<file path="config.mk">
export PLATFORM = sky130hd
export DESIGN_NAME = reg_dump_reader
export DESIGN_NICKNAME = d
export VERILOG_FILES = /design/src/rtl/reg_dump_reader.sv
export SDC_FILE = /design/constraint.sdc
export NUM_CORES = 1
export LEC_CHECK = 0
export ABC_AREA = 1
export CAP_MARGIN = 25
export CORE_MARGIN = 3
export CORE_UTILIZATION = 40
export CTS_BUF_LIST = sky130_fd_sc_hd__clkbuf_8
export DETAILED_ROUTE_END_ITERATION = 10
export PLACE_DENSITY = 0.79
export SETUP_SLACK_MARGIN = 0.4
export SYNTH_ARGS = -nofsm -noshare
export SYNTH_HDL_FRONTEND = slang
export SYNTH_SLANG_ARGS = --single-unit
</file>
<file path="constraint.sdc">
create_clock -name clk_i -period 1.12 [get_ports clk_i]
set_clock_uncertainty 0.05 [all_clocks]
set_input_delay 0.224 -clock clk_i [delete_from_list [all_inputs] [get_ports clk_i]]
set_output_delay 0.224 -clock clk_i [all_outputs]
set_load 0.1 [all_outputs]
</file>
<file path="src/rtl/reg_dump_reader.sv">
// Walks a register bank's combinational read port from address 0 to the top and
// streams each snapshotted word out on a valid/ready interface with its address.
module reg_dump_reader #(
    parameter int N      = 8,
    parameter int ADDR_W = 3
) (
    input  logic              clk_i,
    input  logic              rst_i,
    input  logic              start_i,
    output logic [ADDR_W-1:0] rd_addr_o,
    input  logic [N-1:0]      rd_data_i,
    output logic              out_valid_o,
    input  logic              out_ready_i,
    output logic [N-1:0]      out_data_o,
    output logic [ADDR_W-1:0] out_addr_o,
    output logic              out_last_o,
    output logic              busy_o,
    output logic              done_o
);

    localparam logic [ADDR_W-1:0] MAX_ADDR = '1;
    localparam logic [ADDR_W-1:0] ONE      = {{(ADDR_W-1){1'b0}}, 1'b1};

    typedef enum logic [1:0] {
        S_IDLE,
        S_READ,
        S_HOLD,
        S_DONE
    } state_t;

    state_t            state_q;
    logic [ADDR_W-1:0] rd_addr_q;
    logic [ADDR_W-1:0] rd_addr_d;
    logic              out_valid_q;
    logic [N-1:0]      out_data_q;
    logic [ADDR_W-1:0] out_addr_q;
    logic              out_last_q;
    logic              busy_q;
    logic              done_q;

    assign rd_addr_d = rd_addr_q + ONE;

    // All outputs are registered; out_last is cleared on leaving HOLD so it is
    // only ever high alongside out_valid.
    always_ff @(posedge clk_i) begin
        if (rst_i) begin
            state_q     <= S_IDLE;
            rd_addr_q   <= '0;
            out_valid_q <= 1'b0;
            out_data_q  <= '0;
            out_addr_q  <= '0;
            out_last_q  <= 1'b0;
            busy_q      <= 1'b0;
            done_q      <= 1'b0;
        end else begin
            case (state_q)
                S_IDLE: begin
                    if (start_i) begin
                        rd_addr_q <= '0;
                        busy_q    <= 1'b1;
                        state_q   <= S_READ;
                    end
                end
                S_READ: begin
                    out_data_q  <= rd_data_i;
                    out_addr_q  <= rd_addr_q;
                    out_last_q  <= (rd_addr_q == MAX_ADDR);
                    out_valid_q <= 1'b1;
                    state_q     <= S_HOLD;
                end
                S_HOLD: begin
                    if (out_ready_i) begin
                        out_valid_q <= 1'b0;
                        out_last_q  <= 1'b0;
                        if (out_last_q) begin
                            done_q  <= 1'b1;
                            state_q <= S_DONE;
                        end else begin
                            rd_addr_q <= rd_addr_d;
                            state_q   <= S_READ;
                        end
                    end
                end
                S_DONE: begin
                    done_q    <= 1'b0;
                    busy_q    <= 1'b0;
                    rd_addr_q <= '0;
                    state_q   <= S_IDLE;
                end
                default: state_q <= S_IDLE;
            endcase
        end
    end

    assign rd_addr_o   = rd_addr_q;
    assign out_valid_o = out_valid_q;
    assign out_data_o  = out_data_q;
    assign out_addr_o  = out_addr_q;
    assign out_last_o  = out_last_q;
    assign busy_o      = busy_q;
    assign done_o      = done_q;

endmodule

</file>
==> metrics.csv, run 1 <==
stage,metric,value,unit
clock_network,clockBufferDepth,2,
clock_network,ctsHoldBuffers,0,
sta,grt_repair_worst_endpoint,rd_addr_o[0]$_SDFFE_PP0P_/D,
synthesis,avgSynthCellArea,7.57,sq um
grt,grt_max_degree,17,
place,place.port_buffers,29,
die,die_h,51.2,um
clock_network,cts_root_buf,clkbuf_8,
clock_network,cts-htree-levels,1,
synthesis,ys_ff_latch,20,
place,placedInstanceArea,1440,sq um
synthesis,synth_nets,122,
place,dp_hpwl,1.65,mm
die,ioPinCount,30,
clock_network,numClockSinks,20,
die,initial_core_util,44.9,%
place,gp_congestion,0.792,
outcome,lastStage,global routing,
place,dpl.cell_count,164,
die,num_rows,15,
sta,endpoint_type,sequential cell input,
synthesis,syn_inst,108,
synthesis,synth_area,817,sq um
clock_network,cts_inserted_buffers,3,
die,die_w,51.2,um
outcome,error_line,"[ERROR DPL-0038] Utilization greater than 100%, impossible to legalize",
synthesis,yosys_warnings,0,
synthesis,seq_area_frac_synth,49.0,%
synthesis,yosysUniqueCellTypes,19,
outcome,status,aborted with a tool error,
kinds of logic after synthesis:
group                    Yosys count  share of synthesized area [%]
AND/OR/NAND/NOR                   49                           26.0
AO/OA/AOI/OAI                     20                           12.6
flip-flops                        20                           49.0
buffers and inverters             17                           9.34
adder cells (fa/ha/maj)            2                           3.06
through the flow:
step                util [%]  setup WS, ps  hold slack (ps)  setup TNS [ps]
CTS                     97.5         -59.0              319            -213
detailed placement      79.3          -361              422           -3920
global placement        79.3          -283              413           -3650
floorplan                  -          -116              233            -116
timing repair:
item	CTS
gates cloned	1
pin swaps	14
endpoints found under the setup margin	38
gates resized for setup	53
setup buffers	12
cell usage after synthesis, drive strengths merged:
| library cell | number | area (sq um) |
|---|---|---|
| inv | 14 | 52.6 |
| nor2 | 28 | 113 |
| ha | 2 | 25.0 |
| buf | 3 | 23.8 |
| nand3 | 4 | 25.0 |
| nor3 | 1 | 5.00 |
| and3 | 1 | 6.26 |
| o21ai | 13 | 65.1 |
| nand2 | 15 | 63.8 |
| dfxtp | 20 | 400 |
| a21oi | 6 | 30.0 |
| o21bai | 1 | 7.51 |
==> run 2: changes to the inputs <==
==> config.mk (replaced) <==
export PLATFORM = sky130hd
export DESIGN_NAME = reg_dump_reader
export DESIGN_NICKNAME = d
export VERILOG_FILES = /design/src/rtl/reg_dump_reader.sv
export SDC_FILE = /design/constraint.sdc
export NUM_CORES = 1
export LEC_CHECK = 0
export ABC_AREA = 1
export CAP_MARGIN = 25
export CORE_AREA = 3 3 64 66
export DETAILED_ROUTE_END_ITERATION = 10
export DIE_AREA = 0 0 67 69
export PLACE_DENSITY_LB_ADDON = 0.15
export SYNTH_ARGS = -nofsm -noshare
export SYNTH_HDL_FRONTEND = slang
export SYNTH_SLANG_ARGS = --single-unit
==> constraint.sdc (replaced) <==
create_clock -name clk_i -period 1.5 [get_ports clk_i]
set_clock_uncertainty 0.05 [all_clocks]
set_input_delay 0.3 -clock clk_i [delete_from_list [all_inputs] [get_ports clk_i]]
set_output_delay 0.3 -clock clk_i [all_outputs]
set_load 0.1 [all_outputs]
==> metrics.csv, run 2 <==
stage,metric,value,unit,change
place,dp_hpwl,1.45,mm,-12%
critical_path,reg2regPathDepth,6,,
critical_path,start_kind,input pin,,
grt,grt_pass1_vias,763,,
die,num_rows,22,,+7
clock_network,cts-htree-levels,1,,unchanged
grt,grt_use_total,9.77,%,
synthesis,synth_nets,122,,unchanged
worst_hold_path,holdPathEnd,busy_o,,
cells_and_area,nets,155,,
synthesis,avgSynthCellArea,7.57,sq um,unchanged
critical_path,r2r_end,rd_addr_o[2],,
cells_and_area,layout_common_cells,"nor2_1 (27), buf_12 (18), dfxtp_1 (16), nand2_1 (12)",,
detailed_routing,drt_iter0_markers,20,,
cells_and_area,final_cells,188,,
die,initial_core_util,22.5,%,-22 points
synthesis,syn_inst,108,,unchanged
sta,setup_slack,246,ps,
critical_path,worstSetupEndpointType,flip-flop,,
die,core_area,3630,sq um,
clock_network,ctsHoldBuffers,0,,unchanged
job,maxCapViolCount,0,,
cells_and_area,final_common_cell,nor2_1,,
pwr,power.density,1340,nW/um^2,
synthesis,ys_ff_latch,20,,unchanged
sta,rsz0062_at_grt,false,,
pwr,total_power,1.87,mW,
sta,setup_viol,0,,
place,place.port_buffers,29,,unchanged
synthesis,yosysMostFrequentCell,nor2_1,,
clock_network,numClockSinks,20,,unchanged
die,die_w,67,um,+31%
synthesis,netlist_top_cells_count,"nor2_1 (27), dfxtp_1 (20), nand2_1 (12)",,
clock_network,cts_inserted_buffers,3,,unchanged
detailed_routing,via_per_inst,3.98,,
synthesis,synth-async-reset-ratio,0,%,unchanged
sta,worst_pin_slew,425,ps,
cells_and_area,num_antenna_cells,0,,
detailed_routing,routedWlPerCell,10.1,um,
clock_network,cts-resized-gates,0,,-100%
pwr,pwr-share-comb,42.5,%,
synthesis,ys.flop_type,dfxtp_1,,
cells_and_area,final_layout_size_suffix_gt1_share,25.7,%,
critical_path,required,1610,ps,
sta,slew_violations,0,,
pwr,seqPwrFrac,35.1,%,
synthesis,yosysTopAreaCellShare,49.0,%,unchanged
sta,fmax,0.797,GHz,
sta,maxSlewHeadroom,71.6,%,
worst_hold_path,hold_depth,2,,
pwr,internal_power,1.11,mW,
die,die_h,69,um,+35%
critical_path,arrival,1360,ps,
sta,finalHoldViolCount,0,,
detailed_routing,routed_wl,1.89,mm,
die,die-area,4620,sq um,
pwr,sw_frac_of_total,40.8,%,
detailed_routing,first_pass_iters,2,,
place,dpl.cell_count,184,,+12%
worst_hold_path,hp-class,reg -> reg,,
detailed_routing,drc,0,,
cells_and_area,largest_reg_flops,8,,
clock_network,post_cts_buffers,0,,-12
grt,grt_pass1_wl,3.48,mm,
critical_path,reg2reg_setup_slack,300,ps,
sta,fin_crit_sh,83.6,%,
clock_network,clk_pin_slew,70,ps,
synthesis,synth_area,817,sq um,unchanged
sta,whs,449,ps,
clock_network,cts_tree,built,,
synthesis,yosys_warnings,0,,unchanged
grt,overflow,0,,
synthesis,yosysUniqueCellTypes,19,,unchanged
worst_hold_path,hp-start,busy_o,,
grt,grt_antenna_before_repair,0,,
outcome,status,completed,,
pwr,ir_worst_vdd,395,uV,
grt,grt_max_degree,17,,
clock_network,clockBufferDepth,2,,unchanged
clock_network,cts_root_buf,clkbuf_8,,
critical_path,worstReg2RegStart,rd_addr_o[0],,
pwr,pwr-share-clk,22.3,%,
detailed_routing,antenna_left,0,,
synthesis,synth_area_leaders,"dfxtp_1 (49%), nor2_1 (12%), o21ai_0 (6.7%)",,
clock_network,clk_latency,260,ps,
critical_path,cp_max_fo,4,,
cells_and_area,syn2layout_area_growth,71.2,%,
sta,min_period,1250,ps,
place,gp_congestion,0.683,,-14%
synthesis,yosys.area.top_type,dfxtp_1,,
detailed_routing,vias,748,,
die,ioPinCount,30,,unchanged
critical_path,crit_type,in -> reg,,
pwr,power_leakage,0.598,nW,
pwr,switchingPower,0.761,mW,
synthesis,synth-edff-count,0,,unchanged
sta,final.setup.tns,0,ps,
synthesis,seq_area_frac_synth,49.0,%,unchanged
place,pre_cts_ws,-20.0,ps,+341 ps
-- run 2: worst max-delay path by stage --
stage	to	startpoint	slack, ps
final	rd_addr_o[2]	out_ready_i	250
after global routing	out_addr_o[0]	rst_i	140
after detailed placement	rd_addr_o[2]	out_ready_i	-20
after floorplan	rd_addr_o[2]	rd_addr_o[0]	20
after CTS	rd_addr_o[1]	out_ready_i	250
after global placement	rd_addr_o[2]	out_ready_i	-20
-- run 2: layer usage --
metal / wire [um] / global-route usage (%)
met5: 0 / 0
met4: 31 / 4.05
met3: 71 / 2.61
met2: 919 / 15.1
met1: 867 / 12.6
-- run 2: logic make-up (layout without fill, tap and decap cells) --
kind of cell / count (synthesis) / after routing / synth area share, %
buffers and inverters: 17 / 49 / 9.34
adders and majority gates: 2 / 2 / 3.06
DFF: 20 / 20 / 49.0
AOI/OAI and AO/OA: 20 / 20 / 12.6
and+or+nand+nor: 49 / 49 / 26.0
-- run 2: worst max-delay path, cell delays in order --
cell and delay (ps):
clkdlybuf4s50_1 490, inv_1 60, nand3_1 110, nand2_2 100, nor2_4 120, inv_2 40
nor2_1 80, nor2_1 50
-- run 2: layout make-up --
type | count | area (sq um)
Multi-Input combinational cell | 71 | 340
Tap cell | 48 | 60.1
Sequential cell | 20 | 405
Timing Repair Buffer | 31 | 485
Clock buffer | 4 | 55.1
Fill cell | 393 | 2230
Inverter | 14 | 52.6
-- run 2: stage by stage --
stage / area, sq um / utilization (%)
floorplan: 822 / -
CTS: 1400 / 38.5
finish: 1400 / 38.5
global route: 1400 / 38.5
global placement: 1340 / 37.0
detailed placement: 1340 / 37.0
-- run 2: power groups by stage --
stage | combinational [mW] | clock (mW) | sequential [mW]
3_3_place_gp | 0.797 | 0 | 0.669
3_5_place_dp | 0.800 | 0 | 0.670
4_1_cts | 0.802 | 0.431 | 0.658
2_1_floorplan | 0.162 | 0 | 1.01
6_report | 0.794 | 0.417 | 0.656
5_1_grt | 0.842 | 0.461 | 0.668
(Power assumes the default switching activity.)
